## src/rtl/shift_reg_sequencer.sv

```systemverilog
// shift_reg_sequencer
//   Command-driven controller for an 8-bit universal shift register. It takes
//   one command at a time and runs a load, an N-step shift or an 8-bit serial
//   capture on the shifter. The resulting byte comes back on a valid/ready
//   response channel.
//
//   Optional feature macro: SRSEQ_ROTATE_EN. When it is defined, the
//   cmd_rotate port exists and shift steps can feed back the outgoing bit,
//   which turns the shift into a rotate.
//
// Ports
//   clk, reset          : rising-edge clock, asynchronous active-high reset
//   cmd_valid/cmd_ready : command handshake (ready only in IDLE)
//   cmd_op              : 00 shr, 01 shl, 10 serial capture, 11 load only
//   cmd_count           : shift steps (0 = load only, 9..15 clamp to 8)
//   cmd_data            : initial byte loaded before shifting
//   cmd_serial          : serial bit source
//   cmd_rotate          : rotate instead of shift (SRSEQ_ROTATE_EN only)
//   rsp_valid/rsp_ready : response handshake
//   rsp_data            : registered result byte
//   busy                : high in every state except IDLE
//   sr_select, sr_serial_in, sr_parallel_in : drive of the shifter
//   sr_parallel_output  : shifter output

module shift_reg_sequencer (
   input  logic       clk,
   input  logic       reset,
   input  logic       cmd_valid,
   output logic       cmd_ready,
   input  logic [1:0] cmd_op,
   input  logic [3:0] cmd_count,
   input  logic [7:0] cmd_data,
   input  logic [7:0] cmd_serial,
`ifdef SRSEQ_ROTATE_EN
   input  logic       cmd_rotate,
`endif
   output logic       rsp_valid,
   input  logic       rsp_ready,
   output logic [7:0] rsp_data,
   output logic       busy,
   output logic [1:0] sr_select,
   output logic       sr_serial_in,
   output logic [7:0] sr_parallel_in,
   input  logic [7:0] sr_parallel_output
);

   localparam int unsigned DATA_W = 8;
   localparam int unsigned CNT_W  = 4;
   localparam int unsigned OP_W   = 2;

   localparam logic [OP_W-1:0]  SEL_SHR  = 2'b00;
   localparam logic [OP_W-1:0]  SEL_CAP  = 2'b10;
   localparam logic [OP_W-1:0]  SEL_LOAD = 2'b11;
   localparam logic [CNT_W-1:0] MAX_CNT  = 4'd8;

   typedef enum logic [2:0] {
      IDLE   = 3'd0,
      LOAD   = 3'd1,
      SHIFT  = 3'd2,
      CAP    = 3'd3,
      FLUSH  = 3'd4,
      SAMPLE = 3'd5,
      RESP   = 3'd6
   } state_t;

   state_t            state;
   logic [OP_W-1:0]   op_q;
   logic [CNT_W-1:0]  lim_q;     // clamped shift count
   logic [DATA_W-1:0] data_q;
   logic [DATA_W-1:0] serial_q;
   logic [CNT_W-1:0]  step;
`ifdef SRSEQ_ROTATE_EN
   logic              rot_q;
`endif

   // Sequencer state, latched command and response register
   always_ff @(posedge clk or posedge reset) begin
      if (reset) begin
         state    <= IDLE;
         op_q     <= '0;
         lim_q    <= '0;
         data_q   <= '0;
         serial_q <= '0;
         step     <= '0;
         rsp_data <= '0;
`ifdef SRSEQ_ROTATE_EN
         rot_q    <= 1'b0;
`endif
      end else begin
         case (state)
            IDLE: begin
               if (cmd_valid) begin
                  op_q     <= cmd_op;
                  lim_q    <= (cmd_count > MAX_CNT) ? MAX_CNT : cmd_count;
                  data_q   <= cmd_data;
                  serial_q <= cmd_serial;
                  step     <= '0;
`ifdef SRSEQ_ROTATE_EN
                  rot_q    <= cmd_rotate;
`endif
                  state    <= (cmd_op == SEL_CAP) ? CAP : LOAD;
               end
            end
            LOAD: begin
               step  <= '0;
               // op 11 has op_q[1] set; op 10 never reaches LOAD
               state <= (!op_q[1] && (lim_q != '0)) ? SHIFT : SAMPLE;
            end
            SHIFT: begin
               step <= step + 4'd1;
               if (step == CNT_W'(lim_q - 4'd1)) state <= SAMPLE;
            end
            CAP: begin
               step <= step + 4'd1;
               if (step == 4'd7) state <= FLUSH;
            end
            FLUSH: begin
               state <= SAMPLE;
            end
            SAMPLE: begin
               rsp_data <= sr_parallel_output;
               state    <= RESP;
            end
            RESP: begin
               if (rsp_ready) state <= IDLE;
            end
            default: begin
               state <= IDLE;
            end
         endcase
      end
   end

   // Status outputs decoded straight from the state register
   assign cmd_ready = (state == IDLE);
   assign busy      = (state != IDLE);
   assign rsp_valid = (state == RESP);

   // Shifter drive for the current state; hold drive is the default
   always_comb begin
      sr_select      = SEL_LOAD;
      sr_parallel_in = sr_parallel_output;
      sr_serial_in   = 1'b0;
      case (state)
         LOAD: begin
            sr_parallel_in = data_q;
         end
         SHIFT: begin
            sr_select    = op_q;
            sr_serial_in = serial_q[step[2:0]];
`ifdef SRSEQ_ROTATE_EN
            // Feed the outgoing bit back in to rotate
            if (rot_q)
               sr_serial_in = (op_q == SEL_SHR) ? sr_parallel_output[0]
                                                : sr_parallel_output[DATA_W-1];
`endif
         end
         CAP: begin
            sr_select    = SEL_CAP;
            sr_serial_in = serial_q[3'd7 - step[2:0]];   // MSB first
         end
         FLUSH: begin
            // One extra serial-mode cycle moves the captured byte to the output
            sr_select = SEL_CAP;
         end
         default: ;
      endcase
   end

endmodule

```

## config.mk

```make
export PLATFORM = sky130hd
export DESIGN_NAME = shift_reg_sequencer
export DESIGN_NICKNAME = d
export VERILOG_FILES = /design/src/rtl/shift_reg_sequencer.sv
export SDC_FILE = /design/constraint.sdc
export NUM_CORES = 1
export LEC_CHECK = 0
export ABC_CLOCK_PERIOD_IN_PS = 3200
export BUFFER_PORTS_ARGS = -buffer_cell sky130_fd_sc_hd__buf_2
export CORE_MARGIN = 4
export CORE_UTILIZATION = 56
export CTS_CLUSTER_DIAMETER = 120
export DETAILED_ROUTE_END_ITERATION = 10
export PLACE_DENSITY = 0.92
export SYNTH_ARGS = -nofsm -noshare
export SYNTH_HDL_FRONTEND = slang
export SYNTH_SLANG_ARGS = --single-unit
export TNS_END_PERCENT = 1
```

## constraint.sdc

```tcl
create_clock -name clk -period 3.2 [get_ports clk]
set_input_delay 0.32 -clock clk [delete_from_list [all_inputs] [get_ports clk]]
set_output_delay 0.32 -clock clk [all_outputs]
set_load 0.01 [all_outputs]
```

# Word-level counts from Yosys, hierarchy flattened
# Cells that the tools add are included.
totals:
  regBits: 37
  latch_bits: 0
  ram_bits: 0
  mem_bits_ro: 0
  inputBits: 34
  out_inout_bits: 22
  wordCells: 54
  n_memories: 0
op_classes:
  n_addsub: 3
  n_mul: 0
  div: 0
  n_lt_le_gt_ge: 3
  eq_ne: 13
  shifts: 0
  muxes: 17
  n_bitwise: 0
  reduce_logical: 11
ops:
  columns: ["cell", "count"]
  rows:
  - ["one-hot mux 3 bit (7 select lines)", 1]
  - ["2-to-1 mux 3 bit", 5]
  - ["one-hot mux 4 bit (3 select lines)", 1]
  - ["== test 3 bit, second input constant", 3]
  - ["< comparator 3 x 4 -> 1 bit, second input constant", 2]
  - ["2-to-1 mux 4 bit", 2]
  - ["2-to-1 mux 8 bit", 1]
  - ["binary-select mux 1 bit (select 3 bit)", 2]
  - ["== test 3 x 2 -> 1 bit, second input constant", 2]
  - ["inequality test 2 bit, second input constant", 3]
  - ["nonzero test 3 bit", 2]
  - ["adder 4 x 1 -> 4 bit, second input constant", 1]
  - ["== test 4 x 3 -> 1 bit, second input constant", 1]
  - ["== test 4 bit", 1]
  - ["greater-than comparator 4 bit, second input constant", 1]
  - ["one-hot mux 2 bit (2 select lines)", 1]
  - ["AND reduction 2 bit", 2]
  - ["AND reduction 4 bit", 1]
  - ["nonzero test 4 bit", 1]
  - ["OR reduction 2 bit", 2]
  - ["subtractor 4 x 1 -> 4 bit, second input constant", 1]
  - ["== test 3 x 1 -> 1 bit, second input constant", 1]
  - ["logical NOT 3 bit", 1]
  - ["subtractor 3 bit, first input constant", 1]
  - ["7 further kinds", 8]

# Depth between registers and ports, before layout
# Gate-level depths: netlist of the first run.
logic_depth:
  word_depth: 4
  depth_mapped: 7
  ltp_nobuf: 6

# Worst setup path after synthesis of the first run
# OpenSTA, ideal clock, no wires.
synth_path:
  path_type: "register to output"
  startpoint: "register step[0]"
  endpoint: "output sr_serial_in"
  arrival_ns: 1.640
  required_time_ns: 2.880
  slack_ns: 1.240
  path_stages_with_launch: 5
  n_path_buf: 1
  cell_sequence: "dfrtp_1 buf_6 mux4_1 mux4_2 and2_1"
synth_between:
  elab_chain_cells: 4
  word_cells_on_any_way: 6
  cone_classes: "1 x add/sub; 5 x mux"
synth_lines:
  columns: ["item", "line_no", "rtl"]
  rows:
  - ["from (decl)", "71", "logic [CNT_W-1:0] step;"]
  - ["from (signal assigned)", "110", "step <= step + 4'd1;"]
  - ["from (signal assigned)", "114", "step <= step + 4'd1;"]
  - ["subtractor 3 bit", "160", "sr_serial_in = serial_q[3'd7 - step[2:0]];"]
  - ["binary-select mux 1 bit (select 3 bit)", "160", null]
  - ["2-to-1 mux 1 bit (implied by the code)", "160", null]
  - ["one-hot mux 1 bit (2 select lines) (*)", "144", "case (state)"]
  - ["to (decl)", "42", "output logic sr_serial_in,"]
# Every way passes the cells marked *; elsewhere a longest branch is shown, timed or not. The select of a mux whose other input is x is not followed.

# Final worst setup path of the first run
# Same ends and word-level chain as after synthesis.

==> impl_metrics.tcl, run 1 <==
set metrics [dict create \
    grt_antenna_before_repair 0 \
    holdPathStages 2 \
    nFillCells 272 \
    grt_pass1_wl_mm 6.29 \
    async_reset_ff_share_pct 100 \
    crit_path_max_fanout 8 \
    gp_congestion 0.863 \
    r2r_slack_ns 1.23 \
    utilization_pct 69.0 \
    cts_setup_buffers 0 \
    hpwl_mm 2.99 \
    dieArea_um2 4540 \
    gr-total-overflow 0 \
    cts_inserted_buffers 5 \
    die_width_um 67.4 \
    rsz0062_at_grt "no" \
    synth_edf_count 0 \
    final-hold-violation-count 0 \
    cts_tree "done" \
    crit_type "flip-flop to output port" \
    p_leak_nw 1.06 \
    drc 0 \
    htree_levels 2 \
    fin_worst_skew_ns 0.00595 \
    yosys-top-cells-area "dfrtp_1, mux2_2, mux4_1, ha_1, nand3b_1" \
    grt_start_max_net_pins 31 \
    whs_endpoint "data_q[4]$_DFFE_PP0P_" \
    outcome "finished clean" \
    max_freq_mhz 387 \
    timing.rr.start "state[2]$_DFFE_PP0P_" \
    path_clk_slew_ns 0.10 \
    n_antenna_cell 0 \
    routedWlPerCell_um 15.0 \
    core_um2 3360 \
    syn_area_um2 1980 \
    synth_nets 197 \
    ys_warn_count 0 \
    cts_num_sinks 37 \
    finalSetupViolCount 0 \
    drive_above_1_share_pct 48.1 \
    final_common_cell "buf_2" \
    finalCriticalPeriod_ns 2.58 \
    clock_path_buffers 2 \
    vias 1444 \
    die_h_um 67.4 \
    areaGrowthSynthToFinish_pct 17.3 \
    yosys.area.top_type "dfrtp_1" \
    rows 21 \
    synthCells 160 \
    cap_viol_max_count 0 \
    synth_top_area_share_pct 46.8 \
    nNetsFinal 251 \
    track_usage_pct 18.6 \
    worstPathArrival_ns 2.26 \
    insertion_delay_ns 0.32 \
    start_util_pct 58.8 \
    required_ns 2.88 \
    hold_class "input port to flip-flop" \
    route.antenna.remaining_nets 0 \
    route.final.wire_length_mm 3.90 \
    reg2reg_depth 4 \
    drv_slew 0 \
    place_inst 253 \
    drt_first_pass_iters 4 \
    p_per_area_nw_per_um2 961 \
    start_kind "flip-flop" \
    holdBufCountCts 0 \
    instances_no_fill 260 \
    regToRegEndpoint "state[1]$_DFFE_PP0P_" \
    timing.setup.tns_ns 0 \
    avgSynthCellArea_um2 12.4 \
    drtIter0Drc 88 \
    synthFlopType "dfrtp_1" \
    via_per_inst 5.55 \
    root_buffer "clkbuf_4" \
    grt_pass1_vias 1358 \
    ys_seq_area_share_pct 46.8 \
    io_buffer_count 55 \
    ys_ff_latch 37 \
    slew_headroom_pct 27.4 \
    hold_start "cmd_data[4]" \
    ctsResizeCount 0 \
    peakVddDrop_mv 0.489 \
    most-common-layout-cells "buf_2, dfrtp_1, mux2_2" \
    yosysUniqueCellTypes 36 \
    fin_crit_sh_pct 80.6 \
    end_kind "output port" \
    worst_pin_slew_ns 1.09 \
    ioPinCount 56 \
]
[logic make-up after synthesis]
group	count (synthesis)	synth area share, %
XOR/XNOR	6	2.66
adder cells (fa/ha/maj)	3	1.90
flip-flops	37	46.8
AND/OR/NAND/NOR	35	10.4
buffers and inverters	17	4.37
AO/OA/AOI/OAI	20	6.39
multiplexers	42	27.5
[final cells by class]
class	instances	area [um2]	area share (%)
tap	46	57.6	2.48
clock buffer	7	55.1	2.37
timing repair buffer	57	290	12.5
inverter	7	26.3	1.13
sequential	37	926	39.9
multi-input combinational	106	965	41.6
[how the worst max path moves through the flow]
stage	depth (start not counted)	end	from	slack, ns
2_1_floorplan	4	sr_serial_in	step[0]$_DFFE_PP0P_	1.24
3_3_place_gp	4	sr_serial_in	step[0]$_DFFE_PP0P_	1.03
3_5_place_dp	4	sr_serial_in	step[0]$_DFFE_PP0P_	0.97
4_1_cts	4	sr_serial_in	step[0]$_DFFE_PP0P_	0.61
5_1_grt	4	sr_parallel_in[6]	state[0]$_DFFE_PP0P_	0.54
6_report	4	sr_serial_in	step[0]$_DFFE_PP0P_	0.62
[synthesized netlist by cell type, types with 4 or more instances]
master	number
mux4_1	4
nand2_1	5
a21oi_1	5
dfrtp_1	37
inv_1	7
nor2_1	6
mux2_2	36
nor3_1	4
nand3b_1	5
xnor2_1	4
o21ai_0	7
[through the flow]
stage | setup WS [ns] | instance area, um2 | hold WS, ns | total power [W]
4_1_cts | 0.615 | 2320 | 0.214 | 0.00224
2_1_floorplan | 1.24 | 1980 | 0.471 | 0.00173
3_3_place_gp | 1.03 | 2260 | 0.483 | 0.00195
5_1_grt | 0.536 | 2320 | 0.204 | 0.00240
6_report | 0.619 | 2320 | 0.221 | 0.00223
3_5_place_dp | 0.971 | 2260 | 0.487 | 0.00200
[power by group]
part           internal [W]  switching (W)
Clock              0.000104       0.000133
Combinational      0.000602       0.000453
Sequential         0.000698       0.000240
[registers in the layout, indices dropped and copies added (netlist names)]
name,count
data_q,8
rsp_data,8
serial_q,8
lim_q,4
step,4
state,3
op_q,2
[per-layer routing]
metal,part of all wire (%),wire [um],GRT usage (%),vias to the layer above
met5,0,0,0,-
met4,0.92,36,4.81,0
met3,4.6,179,4.66,4
met2,48,1870,29.2,41
met1,47,1810,25.8,705
li1,-,-,-,694
[worst max-delay path: stages (launching register included)]
cell     delay, ns
dfrtp_1       0.57
mux4_1        0.61
mux4_2        0.47
and2_1        0.16
buf_2         0.13
Note: power is estimated with default switching activity, not from simulation.
==> run 2, diff against run 1 <==
- ABC_AREA: default -> 1
- ABC_CLOCK_PERIOD_IN_PS: 3200 -> 2260
- CORE_UTILIZATION: 56 -> 47
- PLACE_DENSITY: 0.92 -> 0.83
- clock period: 3.2 -> 2.26 ns (I/O delays scaled with it)
==> impl_metrics.tcl, run 2 <==
set metrics [dict create \
    cts_num_sinks 37 \
    ctsResizeCount 0 \
    crit_path_max_fanout 12 \
    path_clk_slew_ns 0.07 \
    hpwl_mm 3.35 \
    root_buffer "clkbuf_8" \
    reg2reg_depth 7 \
    final_common_cell "nand2_1" \
    power_switching_w 0.00131 \
    switching_share_pct 43.5 \
    yosysUniqueCellTypes 25 \
    grt_pass1_vias 1666 \
    required_ns 2.03 \
    start_kind "flip-flop" \
    cts_tree "done" \
    postLayoutSetupSlackWorst_ns 0.290 \
    worst_pin_slew_ns 0.507 \
    via_per_inst 4.96 \
    drtIter0Drc 101 \
    holdBufCountCts 0 \
    synth_nets 298 \
    io_buffer_count 55 \
    synthCells 261 \
    final-hold-violation-count 0 \
    synth_commonest_cells "nand2_1, dfrtp_1, o21ai_0, inv_1, nand3_1" \
    most-common-layout-cells "nand2_1, buf_2, dfrtp_1" \
    timing.setup.tns_ns 0 \
    max_freq_mhz 508 \
    crit_type "flip-flop to output port" \
    worstPathArrival_ns 1.74 \
    ys_warn_count 0 \
    seq_power_share_pct 39.6 \
    avgSynthCellArea_um2 7.63 \
    synthFlopType "dfrtp_1" \
    grt_pass1_wl_mm 7.41 \
    drv_slew 0 \
    areaGrowthSynthToFinish_pct 18.2 \
    cp_top_family "flip-flops" \
    track_usage_pct 17.9 \
    p_leak_nw 1.28 \
    drive_above_1_share_pct 22.7 \
    final_area_um2 2350 \
    die_width_um 73.1 \
    fin_crit_sh_pct 87.2 \
    start_util_pct 49.1 \
    finalPower_w 0.00302 \
    yosys.area.top_type "dfrtp_1" \
    drc 0 \
    route.final.wire_length_mm 4.44 \
    slew_headroom_pct 66.1 \
    async_reset_ff_share_pct 100 \
    cts_inserted_buffers 5 \
    peakVddDrop_mv 0.618 \
    nNetsFinal 350 \
    gr-total-overflow 0 \
    ys_seq_area_share_pct 46.5 \
    routedWlPerCell_um 12.2 \
    clkPwrFrac_pct 15.4 \
    fin_worst_skew_ns 0.00417 \
    outcome "finished clean" \
    multi_input_area_um2 868 \
    ys_ff_latch 37 \
    cpPeakStageDelay_ns 0.56 \
    slowest_stage "dfrtp_1" \
    placed_area_um2 2270 \
    pre_cts_ws_ns 0.595 \
    synth_edf_count 0 \
    insertion_delay_ns 0.29 \
    path_buf_inv 2 \
    syn_area_um2 1990 \
    finalCriticalPeriod_ns 1.97 \
    route.antenna.remaining_nets 0 \
    core_um2 4060 \
    p_per_area_nw_per_um2 1280 \
    yosys-top-cells-area "dfrtp_1, nand2_1, o21ai_0, inv_1, nand3_1" \
    end_kind "output port" \
    synth_top_area_share_pct 46.5 \
    path_cells "inv_1, a21oi_1, o21ai_0, nand3_1, nand3_1, nand2_1, buf_2" \
    hold_class "input port to async pin" \
    rsz0062_at_grt "no" \
    synth_most_common_cell "nand2_1" \
    grt_antenna_before_repair 0 \
    instances_no_fill 363 \
    power.internal_w 0.00171 \
    n_antenna_cell 0 \
    die_h_um 73.1 \
    clock_path_buffers 2 \
    dieArea_um2 5340 \
    finalSetupViolCount 0 \
    drt_first_pass_iters 4 \
    crit_cells 7 \
    cts_setup_buffers 0 \
    regArea_um2 926 \
    power_frac_comb_pct 45.0 \
    top_regs "data_q: 8 flops, rsp_data: 8 flops, serial_q: 8 flops" \
    gp_congestion 0.853 \
    htree_levels 2 \
    crit_top_cell "nand3_1" \
    nFillCells 383 \
    rows 23 \
    ioPinCount 56 \
    grt_start_max_net_pins 38 \
    vias 1801 \
    cap_viol_max_count 0 \
    place_inst 356 \
    r2r_slack_ns 0.59 \
]
run 2: tightest hold or removal path: cells and delay by family:
| kind | cells | cell delay, ns |
|---|---|---|
| buf+inv | 3 | 0.53 |
run 2: power groups by stage:
stage	Clock (W)	Sequential (W)	Combinational [W]
final	0.000466	0.00119	0.00136
after global routing	0.000494	0.00124	0.00157
after CTS	0.000473	0.00119	0.00138
after detailed placement	0	0.00120	0.00137
after global placement	0	0.00119	0.00132
after floorplan	0	0.00112	0.00108
run 2: worst paths after layout:
| check | start | to |
|---|---|---|
| min reg2reg | rsp_data[5]$_DFFE_PP0N_ | rsp_data[5]$_DFFE_PP0N_ |
| min | reset | rsp_data[1]$_DFFE_PP0N_ |
| max | step[0]$_DFFE_PP0P_ | sr_serial_in |
| max reg2reg | state[2]$_DFFE_PP0P_ | lim_q[0]$_DFFE_PP0P_ |
| max in group asynchronous | reset | step[0]$_DFFE_PP0P_ |
| min in group clk | cmd_serial[5] | serial_q[5]$_DFFE_PP0P_ |
run 2: cells by family after synthesis:
kind of cell	share of synthesized area (%)
buffers and inverters	9.92
DFF	46.5
and+or+nand+nor	27.2
adders and majority gates	1.88
xor gates and xnor gates	1.32
AOI/OAI and AO/OA	13.2
run 2: stage by stage:
stage | util, % | hold slack (ns)
floorplan | - | 0.343
global placement | 55.9 | 0.350
detailed placement | 55.9 | 0.360
CTS | 58.0 | 0.0494
global route | 58.0 | 0.0759
finish | 58.0 | 0.0287
run 2: metal layers:
layer / vias up / wire (um) / share of wire (%) / global-route usage [%]
li1: 923 / - / - / -
met1: 833 / 2090 / 47 / 24.1
met5: - / 0 / 0 / 0
met3: 6 / 239 / 5.4 / 4.55
met4: 0 / 45 / 1.0 / 5.12
met2: 39 / 2070 / 47 / 28.5
run 2: layout make-up:
class | instances | share of cell area [%]
timing repair buffer | 56 | 12.0
tap | 50 | 2.66
clock buffer | 7 | 3.67
inverter | 34 | 5.42
sequential | 37 | 39.3
multi-input combinational | 179 | 36.9
==> run 3, diff against run 2 <==
- PLACE_DENSITY: 0.83 -> 0.8
==> impl_metrics.tcl, run 3 (synthesis gave the netlist of run 2 again) <==
set metrics [dict create \
    outcome "finished clean" \
    utilization_pct 58.0 \
    cts_setup_buffers 0 \
    root_buffer "clkbuf_8" \
    path_clk_slew_ns 0.07 \
    gr-total-overflow 0 \
    switching_share_pct 43.4 \
    die_h_um 73.1 \
    start_kind "flip-flop" \
    nNetsFinal 350 \
    cts_tree "done" \
    most-common-layout-cells "nand2_1, buf_2, dfrtp_1" \
    grt_pass1_wl_mm 7.59 \
    finalSetupViolCount 0 \
    crit_path_max_fanout 12 \
    grt_antenna_before_repair 0 \
    final-hold-violation-count 0 \
    required_ns 2.03 \
    io_buffer_count 55 \
    hold_class "input port to async pin" \
    track_usage_pct 18.0 \
    timing.setup.tns_ns 0 \
    crit_type "flip-flop to output port" \
    insertion_delay_ns 0.28 \
    via_per_inst 4.91 \
    p_leak_nw 1.28 \
    drv_slew 0 \
    die_width_um 73.1 \
    drtIter0Drc 125 \
    end_kind "output port" \
    drc 0 \
    gp_congestion 0.815 \
    rows 23 \
    seq_power_share_pct 39.6 \
    max_freq_mhz 502 \
    top_regs "data_q: 8 flops, rsp_data: 8 flops, serial_q: 8 flops" \
    rsz0062_at_grt "no" \
    vias 1782 \
    drt_first_pass_iters 4 \
    worst_pin_slew_ns 0.537 \
    cap_viol_max_count 0 \
    htree_levels 2 \
    drive_above_1_share_pct 22.7 \
    routedWlPerCell_um 12.4 \
    ioPinCount 56 \
    finalCriticalPeriod_ns 1.99 \
    ctsResizeCount 0 \
    core_um2 4060 \
    clkPwrFrac_pct 15.2 \
    worstPathArrival_ns 1.77 \
    power.internal_w 0.00171 \
    power_frac_comb_pct 45.2 \
    hpwl_mm 3.43 \
    route.antenna.remaining_nets 0 \
    start_util_pct 49.1 \
    slew_headroom_pct 64.1 \
    holdBufCountCts 0 \
    power_switching_w 0.00131 \
    dieArea_um2 5340 \
    peakVddDrop_mv 0.603 \
    p_per_area_nw_per_um2 1280 \
    grt_pass1_vias 1750 \
    grt_start_max_net_pins 38 \
    fin_crit_sh_pct 88.1 \
    clock_path_buffers 2 \
    n_antenna_cell 0 \
    areaGrowthSynthToFinish_pct 18.2 \
    final_common_cell "nand2_1" \
    cts_inserted_buffers 5 \
    route.final.wire_length_mm 4.51 \
    cts_num_sinks 37 \
    fin_worst_skew_ns 0.00316 \
]
==> run 3: cell counts in the layout (fill, tap and decap cells not counted) <==
No cell type changed its count.
==> run 3: path summary, 6_finish.rpt <==
| kind | startpoint | slack, ns | cells past startpoint | to |
|---|---|---|---|---|
| min | reset | 0.04 | 3 | rsp_data[0]$_DFFE_PP0N_ |
| min reg2reg | data_q[1]$_DFFE_PP0P_ | 0.47 | 2 | data_q[1]$_DFFE_PP0P_ |
| max | step[0]$_DFFE_PP0P_ | 0.27 | 7 | sr_serial_in |
| max in group asynchronous | reset | 1.89 | 3 | data_q[2]$_DFFE_PP0P_ |
| min in group clk | cmd_serial[5] | 0.14 | 3 | serial_q[5]$_DFFE_PP0P_ |
| max reg2reg | state[2]$_DFFE_PP0P_ | 0.62 | 7 | lim_q[0]$_DFFE_PP0P_ |
==> run 3: final cells by class <==
class                           instances  area [um2]
Clock buffer                            7        86.3
Fill cell                             398        1700
Inverter                               34         128
Multi-Input combinational cell        179         868
Sequential cell                        37         926
Tap cell                               50        62.6
Timing Repair Buffer                   56         283
==> run 3: routing by layer <==
metal | track usage (%) | routed length [um] | vias up | part of all wire, %
met5 | 0 | 0 | - | 0
met4 | 5.12 | 42 | 0 | 0.93
met3 | 3.44 | 281 | 4 | 6.2
met2 | 30.1 | 2120 | 55 | 47
met1 | 23.5 | 2060 | 798 | 46
li1 | - | - | 925 | -
==> run 3: per-stage QoR <==
step           instance area, um2  setup slack (ns)  std cells  total power (W)  hold slack (ns)
2_1_floorplan                1990             0.857        261          0.00219            0.343
3_3_place_gp                 2270             0.644        356          0.00251            0.352
3_5_place_dp                 2270             0.593        356          0.00257            0.360
4_1_cts                      2350             0.274        363          0.00304           0.0547
5_1_grt                      2350            0.0997        363          0.00333           0.0924
6_report                     2350             0.268        363          0.00301           0.0391
==> run 3: power by group through the flow <==
| stage | logic (W) | registers (W) | clock network, W |
|---|---|---|---|
| after global placement | 0.00131 | 0.00119 | 0 |
| after CTS | 0.00137 | 0.00119 | 0.000471 |
| after floorplan | 0.00108 | 0.00112 | 0 |
| final | 0.00136 | 0.00119 | 0.000458 |
| after global routing | 0.00159 | 0.00124 | 0.000496 |
| after detailed placement | 0.00136 | 0.00121 | 0 |
==> run 3: worst max-delay path, stage by stage, from the launching register on <==
cell	delay [ns]
dfrtp_1	0.57
inv_1	0.24
a21oi_1	0.17
o21ai_0	0.11
nand3_1	0.10
nand3_1	0.07
nand2_1	0.09
buf_2	0.13
